### src/rtl/motoro3_pwm_sequencer.sv
// -----------------------------------------------------------------------------
// motoro3_pwm_sequencer
// Period/duty scheduler for the 3-phase motor PWM generator.
//  - Owns the PWM period counter and emits a one-clock strobe (o_periodLast)
//    on the last clock of every period.
//  - Once per period (on the tick, the edge where the counter goes 1->0) it
//    ramps the on-time toward the target and publishes it on o_pwmLenWant,
//    applying min-on masking, period clamp, soft start and emergency brake.
//
// Optional feature macro: M3_PWM_SOFTSTOP_EN
//  defined   : dropping i_enable enters STOP and ramps down by i_rampStep/period
//  undefined : dropping i_enable forces duty 0 and IDLE at the next tick
//
// Ports
//  i_clk         in   1         system clock, posedge
//  nRst          in   1         asynchronous active-low reset
//  i_enable      in   1         run request (level)
//  i_brake       in   1         emergency stop (level, highest priority)
//  i_periodLen   in   PERIOD_W  clocks per PWM period
//  i_dutyTarget  in   DUTY_W    requested on-time
//  i_dutyMin     in   DUTY_W    minimum on-time; smaller duty is output as 0
//  i_rampStep    in   DUTY_W    duty change per period (0 = jump to target)
//  o_periodLast  out  1         strobe on last clock of each period
//  o_pwmLenWant  out  DUTY_W    on-time for the period following the strobe
//  o_state       out  2         0 IDLE, 1 RAMP, 2 HOLD, 3 STOP
//  o_busy        out  1         state != IDLE
// -----------------------------------------------------------------------------
module motoro3_pwm_sequencer #(
  parameter int PERIOD_W   = 16,
  parameter int DUTY_W     = 12,
  parameter int MIN_PERIOD = 2
) (
  input  logic                i_clk,
  input  logic                nRst,
  input  logic                i_enable,
  input  logic                i_brake,
  input  logic [PERIOD_W-1:0] i_periodLen,
  input  logic [DUTY_W-1:0]   i_dutyTarget,
  input  logic [DUTY_W-1:0]   i_dutyMin,
  input  logic [DUTY_W-1:0]   i_rampStep,
  output logic                o_periodLast,
  output logic [DUTY_W-1:0]   o_pwmLenWant,
  output logic [1:0]          o_state,
  output logic                o_busy
);

  typedef enum logic [1:0] {
    S_IDLE = 2'd0,
    S_RAMP = 2'd1,
    S_HOLD = 2'd2,
    S_STOP = 2'd3
  } state_t;

  localparam logic [PERIOD_W-1:0] LP_MIN_PER = PERIOD_W'(MIN_PERIOD);
  localparam logic [PERIOD_W-1:0] LP_ONE     = {{(PERIOD_W-1){1'b0}}, 1'b1};
  localparam logic [DUTY_W-1:0]   LP_DZERO   = {DUTY_W{1'b0}};

  state_t              r_state;
  state_t              w_state_nxt;
  logic [PERIOD_W-1:0] r_perCnt;
  logic [PERIOD_W-1:0] r_perLen;
  logic [DUTY_W-1:0]   r_dutyCur;
  logic [DUTY_W-1:0]   w_duty_nxt;
  logic [DUTY_W-1:0]   w_pwm_nxt;
  logic [PERIOD_W-1:0] w_perLenEff;
  logic [PERIOD_W-1:0] w_perMax;
  logic [DUTY_W-1:0]   w_tgt;
  logic [DUTY_W-1:0]   w_stepTgt;
  logic [DUTY_W-1:0]   w_stepZero;
  logic [DUTY_W-1:0]   w_stepFirst;
  logic                w_reload;
  logic                w_tick;

  // One ramp step from cur toward x; the distance compare guarantees no wrap.
  function automatic logic [DUTY_W-1:0] f_step(
    input logic [DUTY_W-1:0] cur,
    input logic [DUTY_W-1:0] x,
    input logic [DUTY_W-1:0] step
  );
    logic [DUTY_W-1:0] diff;
    diff = (x >= cur) ? (x - cur) : (cur - x);
    if ((step == LP_DZERO) || (diff <= step)) begin
      f_step = x;
    end else if (x > cur) begin
      f_step = cur + step;
    end else begin
      f_step = cur - step;
    end
  endfunction

  assign w_perLenEff = (i_periodLen < LP_MIN_PER) ? LP_MIN_PER : i_periodLen;
  assign w_reload    = (r_perCnt == {PERIOD_W{1'b0}});
  assign w_tick      = (r_perCnt == LP_ONE);
  // Target is clamped against the period currently running, not the live input.
  assign w_perMax    = r_perLen - LP_ONE;
  assign w_tgt       = (PERIOD_W'(i_dutyTarget) <= w_perMax) ? i_dutyTarget
                                                             : DUTY_W'(w_perMax);
  assign w_stepTgt   = f_step(r_dutyCur, w_tgt, i_rampStep);
  assign w_stepZero  = f_step(r_dutyCur, LP_DZERO, i_rampStep);
  assign w_stepFirst = f_step(LP_DZERO, w_tgt, i_rampStep);

  // State register.
  always_ff @(posedge i_clk or negedge nRst) begin
    if (!nRst) begin
      r_state <= S_IDLE;
    end else begin
      r_state <= w_state_nxt;
    end
  end

  // Next state and next duty; brake overrides, otherwise only ticks change anything.
  always_comb begin
    w_state_nxt = r_state;
    w_duty_nxt  = r_dutyCur;
    if (i_brake) begin
      w_state_nxt = S_IDLE;
      w_duty_nxt  = LP_DZERO;
    end else if (w_tick) begin
      case (r_state)
        S_IDLE: begin
          if (i_enable) begin
            w_duty_nxt  = w_stepFirst;
            w_state_nxt = (w_stepFirst == w_tgt) ? S_HOLD : S_RAMP;
          end else begin
            w_duty_nxt  = LP_DZERO;
            w_state_nxt = S_IDLE;
          end
        end
        S_RAMP, S_HOLD: begin
          if (!i_enable) begin
`ifdef M3_PWM_SOFTSTOP_EN
            w_duty_nxt  = w_stepZero;
            w_state_nxt = (w_stepZero == LP_DZERO) ? S_IDLE : S_STOP;
`else
            w_duty_nxt  = LP_DZERO;
            w_state_nxt = S_IDLE;
`endif
          end else begin
            // HOLD with unchanged target steps onto itself and stays in HOLD.
            w_duty_nxt  = w_stepTgt;
            w_state_nxt = (w_stepTgt == w_tgt) ? S_HOLD : S_RAMP;
          end
        end
        S_STOP: begin
`ifdef M3_PWM_SOFTSTOP_EN
          if (i_enable) begin
            w_state_nxt = S_RAMP;
          end else begin
            w_duty_nxt  = w_stepZero;
            w_state_nxt = (w_stepZero == LP_DZERO) ? S_IDLE : S_STOP;
          end
`else
          // Not reachable without soft stop; recover to a safe state.
          w_duty_nxt  = LP_DZERO;
          w_state_nxt = S_IDLE;
`endif
        end
        default: begin
          w_duty_nxt  = LP_DZERO;
          w_state_nxt = S_IDLE;
        end
      endcase
    end else begin
      w_state_nxt = r_state;
      w_duty_nxt  = r_dutyCur;
    end
  end

  assign w_pwm_nxt = (w_duty_nxt < i_dutyMin) ? LP_DZERO : w_duty_nxt;

  // Period counter, strobe and duty registers.
  always_ff @(posedge i_clk or negedge nRst) begin
    if (!nRst) begin
      r_perCnt     <= {PERIOD_W{1'b0}};
      r_perLen     <= LP_MIN_PER;
      r_dutyCur    <= LP_DZERO;
      o_periodLast <= 1'b0;
      o_pwmLenWant <= LP_DZERO;
      o_busy       <= 1'b0;
    end else begin
      if (i_brake || w_reload) begin
        r_perCnt <= w_perLenEff - LP_ONE;
        r_perLen <= w_perLenEff;
      end else begin
        r_perCnt <= r_perCnt - LP_ONE;
        r_perLen <= r_perLen;
      end
      o_periodLast <= w_tick && !i_brake;
      r_dutyCur    <= w_duty_nxt;
      if (i_brake || w_tick) begin
        o_pwmLenWant <= w_pwm_nxt;
      end else begin
        o_pwmLenWant <= o_pwmLenWant;
      end
      o_busy <= (w_state_nxt != S_IDLE);
    end
  end

  assign o_state = r_state;

endmodule
### config.mk
export PLATFORM = sky130hd
export DESIGN_NAME = motoro3_pwm_sequencer
export DESIGN_NICKNAME = d
export VERILOG_FILES = /design/src/rtl/motoro3_pwm_sequencer.sv
export SDC_FILE = /design/constraint.sdc
export NUM_CORES = 1
export LEC_CHECK = 0
export ABC_AREA = 1
export CAP_MARGIN = 10
export CORE_MARGIN = 2
export CORE_UTILIZATION = 55
export CTS_BUF_LIST = sky130_fd_sc_hd__clkbuf_4 sky130_fd_sc_hd__clkbuf_8 sky130_fd_sc_hd__clkbuf_16
export DETAILED_ROUTE_END_ITERATION = 7
export PLACE_DENSITY = 0.87
export SKIP_LAST_GASP = 1
export SLEW_MARGIN = 30
export SYNTH_ARGS = -nofsm -noshare
export SYNTH_HDL_FRONTEND = slang
export SYNTH_SLANG_ARGS = --single-unit
### constraint.sdc
create_clock -name i_clk -period 10.2 [get_ports i_clk]
set_input_delay 2.04 -clock i_clk [delete_from_list [all_inputs] [get_ports i_clk]]
set_output_delay 2.04 -clock i_clk [all_outputs]
set_load 0.03 [all_outputs]
### Word level (Yosys, flattened, before mapping)

Index checks and enable logic that the tools add are counted.

* add/sub/neg operators: 9
* order comparisons: 9
* equal/unequal tests: 6
* mux-type cells: 22
* reductions and logical operators: 11

Operators by type and width (count)
* 2-to-1 mux 12 bit: 12
* subtractor 16 x 1 -> 16 bit, second input constant: 3
* case mux 12 bit (3 select lines): 1
* subtractor 12 bit: 3
* 2-to-1 mux 16 bit: 2
* == test 12 bit: 2
* <= comparator 12 bit: 2
* subtractor 1 x 12 -> 12 bit, first input constant: 2
* == test 16 x 1 -> 1 bit, second input constant: 1
* <= comparator 12 x 16 -> 1 bit: 1
* logical NOT 16 bit: 1
* < comparator 16 x 2 -> 1 bit, second input constant: 1
* adder 12 bit: 1
* >= comparator 12 x 1 -> 1 bit, second input constant: 1
* >= comparator 12 bit: 1
* greater-than comparator 12 x 1 -> 1 bit, second input constant: 1
* greater-than comparator 12 bit: 1
* logical NOT 12 bit: 1
* < comparator 12 bit: 1
* 2-to-1 mux 2 bit: 6
* case mux 2 bit (3 select lines): 1
* == test 2 bit, second input constant: 2
* logical OR 1 bit: 4
* == test 2 x 1 -> 1 bit, second input constant: 1
* other kinds (5): 5

* register bits: 60
* output and inout bits: 16
* logic and storage cells: 64

### Depth between registers and ports, before layout

* depth after elaboration: 15
* mapped depth: 56
* gate-level depth less buffers: 53

### Worst setup path before layout

OpenSTA, ideal clock, no wires.

* path type: input port to flip-flop
* start: input port i_dutyTarget[5]
* end: register o_pwmLenWant[8]
* library setup time: 0.118 ns
* arrival time: 8.463 ns
* path slack: 1.619 ns
* cell stages on the path: 45
* buffers on the path: 3
* path through: ha_1 > a21oi_1 > nor2_1 > a211oi_1 > o21ai_0 > nand2_1 > nand2_4 > nand2_4 > nand2_1 > nand2_1 > inv_1 > ha_1 > a21o_1 > a21oi_1 > inv_1 > a21oi_1 > o21ai_0 > nor2_1 > [... 9 more ...] > o211ai_1 > nand3_1 > clkinv_1 > clkbuf_1 > nand2_1 > o21ai_0 > or2_2 > a21oi_1 > o21bai_1 > ha_1 > a21oi_1 > nand3b_1 > a21oi_1 > a2111oi_0 > nand2_1 > buf_2 > nand3_1 > nand2_1

* word-level cells in the longest chain between the ends: 13
* elaborated cells between the ends (all ways): 26
* those cells by class: add/sub: 3; order compare: 8; mux: 13; reduce/logical: 2

Ends and longest elaborated chain
* from (decl): line 38 `input logic [DUTY_W-1:0] i_dutyTarget,`
* <= comparator 12 x 16 -> 1 bit: line 96 `assign w_tgt = (PERIOD_W'(i_dutyTarget) <= w_perMax) ? i_dutyTarget`
* 2-to-1 mux 12 bit (*): line 96
* subtractor 12 bit (tied with other cells): line 81 `diff = (x >= cur) ? (x - cur) : (cur - x);`
* 2-to-1 mux 12 bit: line 81
* <= comparator 12 bit: line 82 `if ((step == LP_DZERO) || (diff <= step)) begin`
* logical OR 1 bit: line 82
* 2-to-1 mux 12 bit: line 82
* 2-to-1 mux 12 bit (on tied branches): line 130, 121
* case mux 12 bit (3 select lines) (*): line 119 `case (r_state)`
* 2-to-1 mux 12 bit (*): line 118 `end else if (w_tick) begin`
* 2-to-1 mux 12 bit (*): line 115 `if (i_brake) begin`
* net w_duty_nxt[5]: line 63 `logic [DUTY_W-1:0] w_duty_nxt;`
* < comparator 12 bit (*): line 169 `assign w_pwm_nxt = (w_duty_nxt < i_dutyMin) ? LP_DZERO : w_duty_nxt;`
* 2-to-1 mux 12 bit (*): line 169
* to (signal assigned): line 191 `o_pwmLenWant <= w_pwm_nxt;`
* to (signal assigned): line 193 `o_pwmLenWant <= o_pwmLenWant;`
* to (decl): line 42 `output logic [DUTY_W-1:0] o_pwmLenWant,`

The timed path passes the listed nets; every way through them passes the cells marked *.
A chain may end at the register's enable or synchronous reset.

### Worst setup path after layout

* start: input port i_dutyTarget[5]
* end: register o_pwmLenWant[4]

The elaborated chain is that of the path after synthesis.

==> metrics.md <==
| Metric | Value |
|---|---|
| Die X | `119 um` |
| Hpwl dp | `16.8 mm` |
| Top cells by area, synth | `dfrtp_1 20%, ha_1 15%, nand2_1 13%, inv_1 8.8%, o21ai_0 5.4%` |
| Max_cap viols | `0` |
| Switching share of power | `37.6%` |
| Final net count | `1313` |
| Clock root cell | `clkbuf_16` |
| CTS buffer count | `9` |
| Worst vdd ir | `85.1 uV` |
| IO buf count | `71` |
| Most Frequent Cell on Critical Path | `nand2_1` |
| Final Hold Viols | `0` |
| Period utilization | `93.4%` |
| 1st-iter DRT viols | `584` |
| Worst Path Required | `10.41 ns` |
| Die Span Y | `119 um` |
| Share of layout cells above drive strength 1 | `7.18%` |
| Finished Core Util | `65.3%` |
| Syn Area/Cell | `6.68 sq um` |
| Vias in the first global route | `7437` |
| Post-route antenna net violation count | `0` |
| Post-DR vias/cell | `5.69` |
| Max Freq | `105 MHz` |
| Syn-to-layout area delta | `17.2%` |
| Synth Flop Type | `dfrtp_1` |
| Clock H-tree levels | `3` |
| Row cnt | `42` |
| Fill cells | `1142` |
| Clock transition at the registers of the reported paths | `0.05 ns` |
| Yosys warns | `0` |
| Combinational share of power | `41.0%` |
| Final setup TNS | `0 ns` |
| Slew HR | `50.3%` |
| GPL Wtd Cong | `0.994` |
| Setup-failing EPs final | `0` |
| Num ports | `72` |
| Worst Path Arrival | `9.74 ns` |
| Reg power frac | `26.7%` |
| Largest area contributor in the netlist | `dfrtp_1` |
| Die area | `14200 sq um` |
| Post-synth EDFFs | `0` |
| Proportion of netlist area held by the largest area contributor | `20.2%` |
| Slowest cell on the critical path | `clkdlybuf4s50_1` |
| R2r setup slk | `1.56 ns` |
| Synth Cell Area | `7290 sq um` |
| Initial antenna violation count | `0` |
| Clock sink count | `60` |
| Internal power | `616 uW` |
| Leakage | `4.36 nW` |
| Post-Synthesis Cells | `1091` |
| CTS tree | `done` |
| Worst Skew | `0.0101 ns` |
| Ant. Diodes | `0` |
| Initial core utilization | `55.7%` |
| Status | `finished, final reports clean` |
| Total iterations of the first detailed-routing run | `7` |
| Core ar. | `13100 sq um` |
| Max Slew Vio Count | `0` |
| DR DRC count | `0` |
| Yosys reg bits | `60` |
| Max incr delay on CP | `0.43 ns` |
| Power per Cell Area | `116 nW/um^2` |
| Sequential share of the synthesized area | `20.6%` |
| Largest net degree at the start of global routing | `61` |
| DRT Wirelength | `21.3 mm` |
| Gr usage total | `30.7%` |
| Tmin final | `9.52 ns` |
| Startpoint Class | `input pin` |
| First-pass GRT wire length | `34.9 mm` |
| Clock share of power | `32.3%` |
| WL per Instance | `15.8 um` |
| Critical path class | `input pin to register` |
| Cell variety after synth | `51` |
| Vias | `7653` |
| HP Class | `register to register` |
| GRT Residual Overflow | `0` |
| Bufs on Longest Clock Path | `2` |
| Hold_buf cts | `0` |
| Sw power | `372 uW` |
| Worst Setup End Kind | `register` |
| Worst-Margin Slew | `0.745 ns` |
| Worst skew pair latency | `0.34 ns` |
| Max Fanout on Critical Path | `16` |
| Syn Nets | `1237` |
| Ys async rst share | `100%` |
final cells by class:
class	instances	area [sq um]	area share [%]
repair buffers	83	796	9.31
clock buffers	13	280	3.28
well taps	176	220	2.58
multi-input cells	838	5060	59.2
inverters	175	661	7.73
clock inverters	1	30.0	0.351
flip-flops and latches	60	1500	17.6
power groups by stage:
stage | Combinational, mW | Clock (mW) | Sequential (mW)
after CTS | 0.390 | 0.321 | 0.264
after global routing | 0.454 | 0.330 | 0.266
after detailed placement | 0.385 | 0 | 0.267
after global placement | 0.377 | 0 | 0.267
after floorplan | 0.276 | 0 | 0.265
final | 0.405 | 0.319 | 0.264
Yosys cell counts, drive strengths merged (10+ instances only):
cell type  count
o21bai        10
xor2          39
clkbuf        14
nand3         55
nand4         29
o21ai         86
a21oi         73
nor2         100
dfrtp         59
xnor2         10
nor3          17
ha            87
nand2        264
inv          174
o211ai        14
cells in the final DEF (no fill, tap or decap), types with 5 or more instances in the layout:
master	synthesis	routed
nand2_1	249	249
nor2_2	4	7
a21oi_1	70	69
xnor2_1	10	10
o21ai_0	79	78
o21bai_1	10	10
nand4_1	29	29
buf_4	0	12
nor2_1	90	87
a31oi_1	7	7
nor3_1	17	17
ha_1	87	87
clkdlybuf4s50_1	0	70
inv_1	170	170
nand3_1	50	49
nand3_2	4	5
xor2_1	39	39
nand2_2	11	11
or2_2	9	9
dfrtp_1	59	59
o211ai_1	14	14
clkbuf_16	0	9
sequential cells by signal, indices dropped and copies added, names as in the netlist:
register and count:
o_periodLast 1, o_busy 1, r_dutyCur 12, r_perLen 16, o_pwmLenWant 12, o_state 2
r_perCnt 16
metal layers:
layer	routed length [um]	up-vias	global-route usage, %	part of all wire [%]
met1	8520	3477	36.1	40
met2	10400	350	54.0	49
li1	-	3747	-	-
met5	0	-	0	0
met3	1270	79	4.17	6.0
met4	1060	0	16.1	5.0
final timing paths:
kind | startpoint | to | cells after the start
worst max-delay path | i_dutyTarget[5] | o_pwmLenWant[4] | 44
worst min register to register | o_pwmLenWant[9] | o_pwmLenWant[9] | 2
min in group asynchronous | nRst | r_perLen[15] | 2
worst min-delay path | o_pwmLenWant[9] | o_pwmLenWant[9] | 2
max in group asynchronous | nRst | r_perLen[0] | 2
worst max register to register | r_perLen[0] | o_pwmLenWant[4] | 49
what timing repair did:
item                       in CTS  in global routing
setup buffers                   0                  4
gates resized for setup         0                  4
setup endpoints to repair       0                 12
stage by stage:
stage | cell area [sq um] | hold WS, ns | power [mW] | cells | setup WS [ns]
finish | 8550 | 0.482 | 0.988 | 1346 | 0.677
detailed placement | 8190 | 0.471 | 0.652 | 1328 | -0.0475
global route | 8550 | 0.500 | 1.05 | 1346 | -0.0453
global placement | 8190 | 0.469 | 0.643 | 1328 | 0.392
CTS | 8500 | 0.487 | 0.975 | 1342 | 0.170
floorplan | 7290 | 0.448 | 0.541 | 1091 | 1.62
cells by family (layout without fill, tap and decap cells):
| family | Yosys count | count (layout) | share of synthesized area [%] |
|---|---|---|---|
| and+or+nand+nor | 482 | 482 | 29.9 |
| adders and majority gates | 90 | 90 | 15.8 |
| buffers and inverters | 193 | 272 | 10.2 |
| xor gates and xnor gates | 49 | 49 | 5.89 |
| muxes | 4 | 4 | 0.549 |
| DFF | 60 | 60 | 20.6 |
| AOI/OAI and AO/OA | 213 | 213 | 17.1 |
worst max-delay path: cells and delay by family:
| family | cells | cell delay, ns |
|---|---|---|
| AO/OA/AOI/OAI | 17 | 2.94 |
| AND/OR/NAND/NOR | 15 | 2.02 |
| adder cells (fa/ha/maj) | 4 | 1.27 |
| buffers and inverters | 6 | 1.00 |
| multiplexers | 1 | 0.31 |
| XOR/XNOR | 1 | 0.15 |
Note: power is estimated with default switching activity, not from simulation.
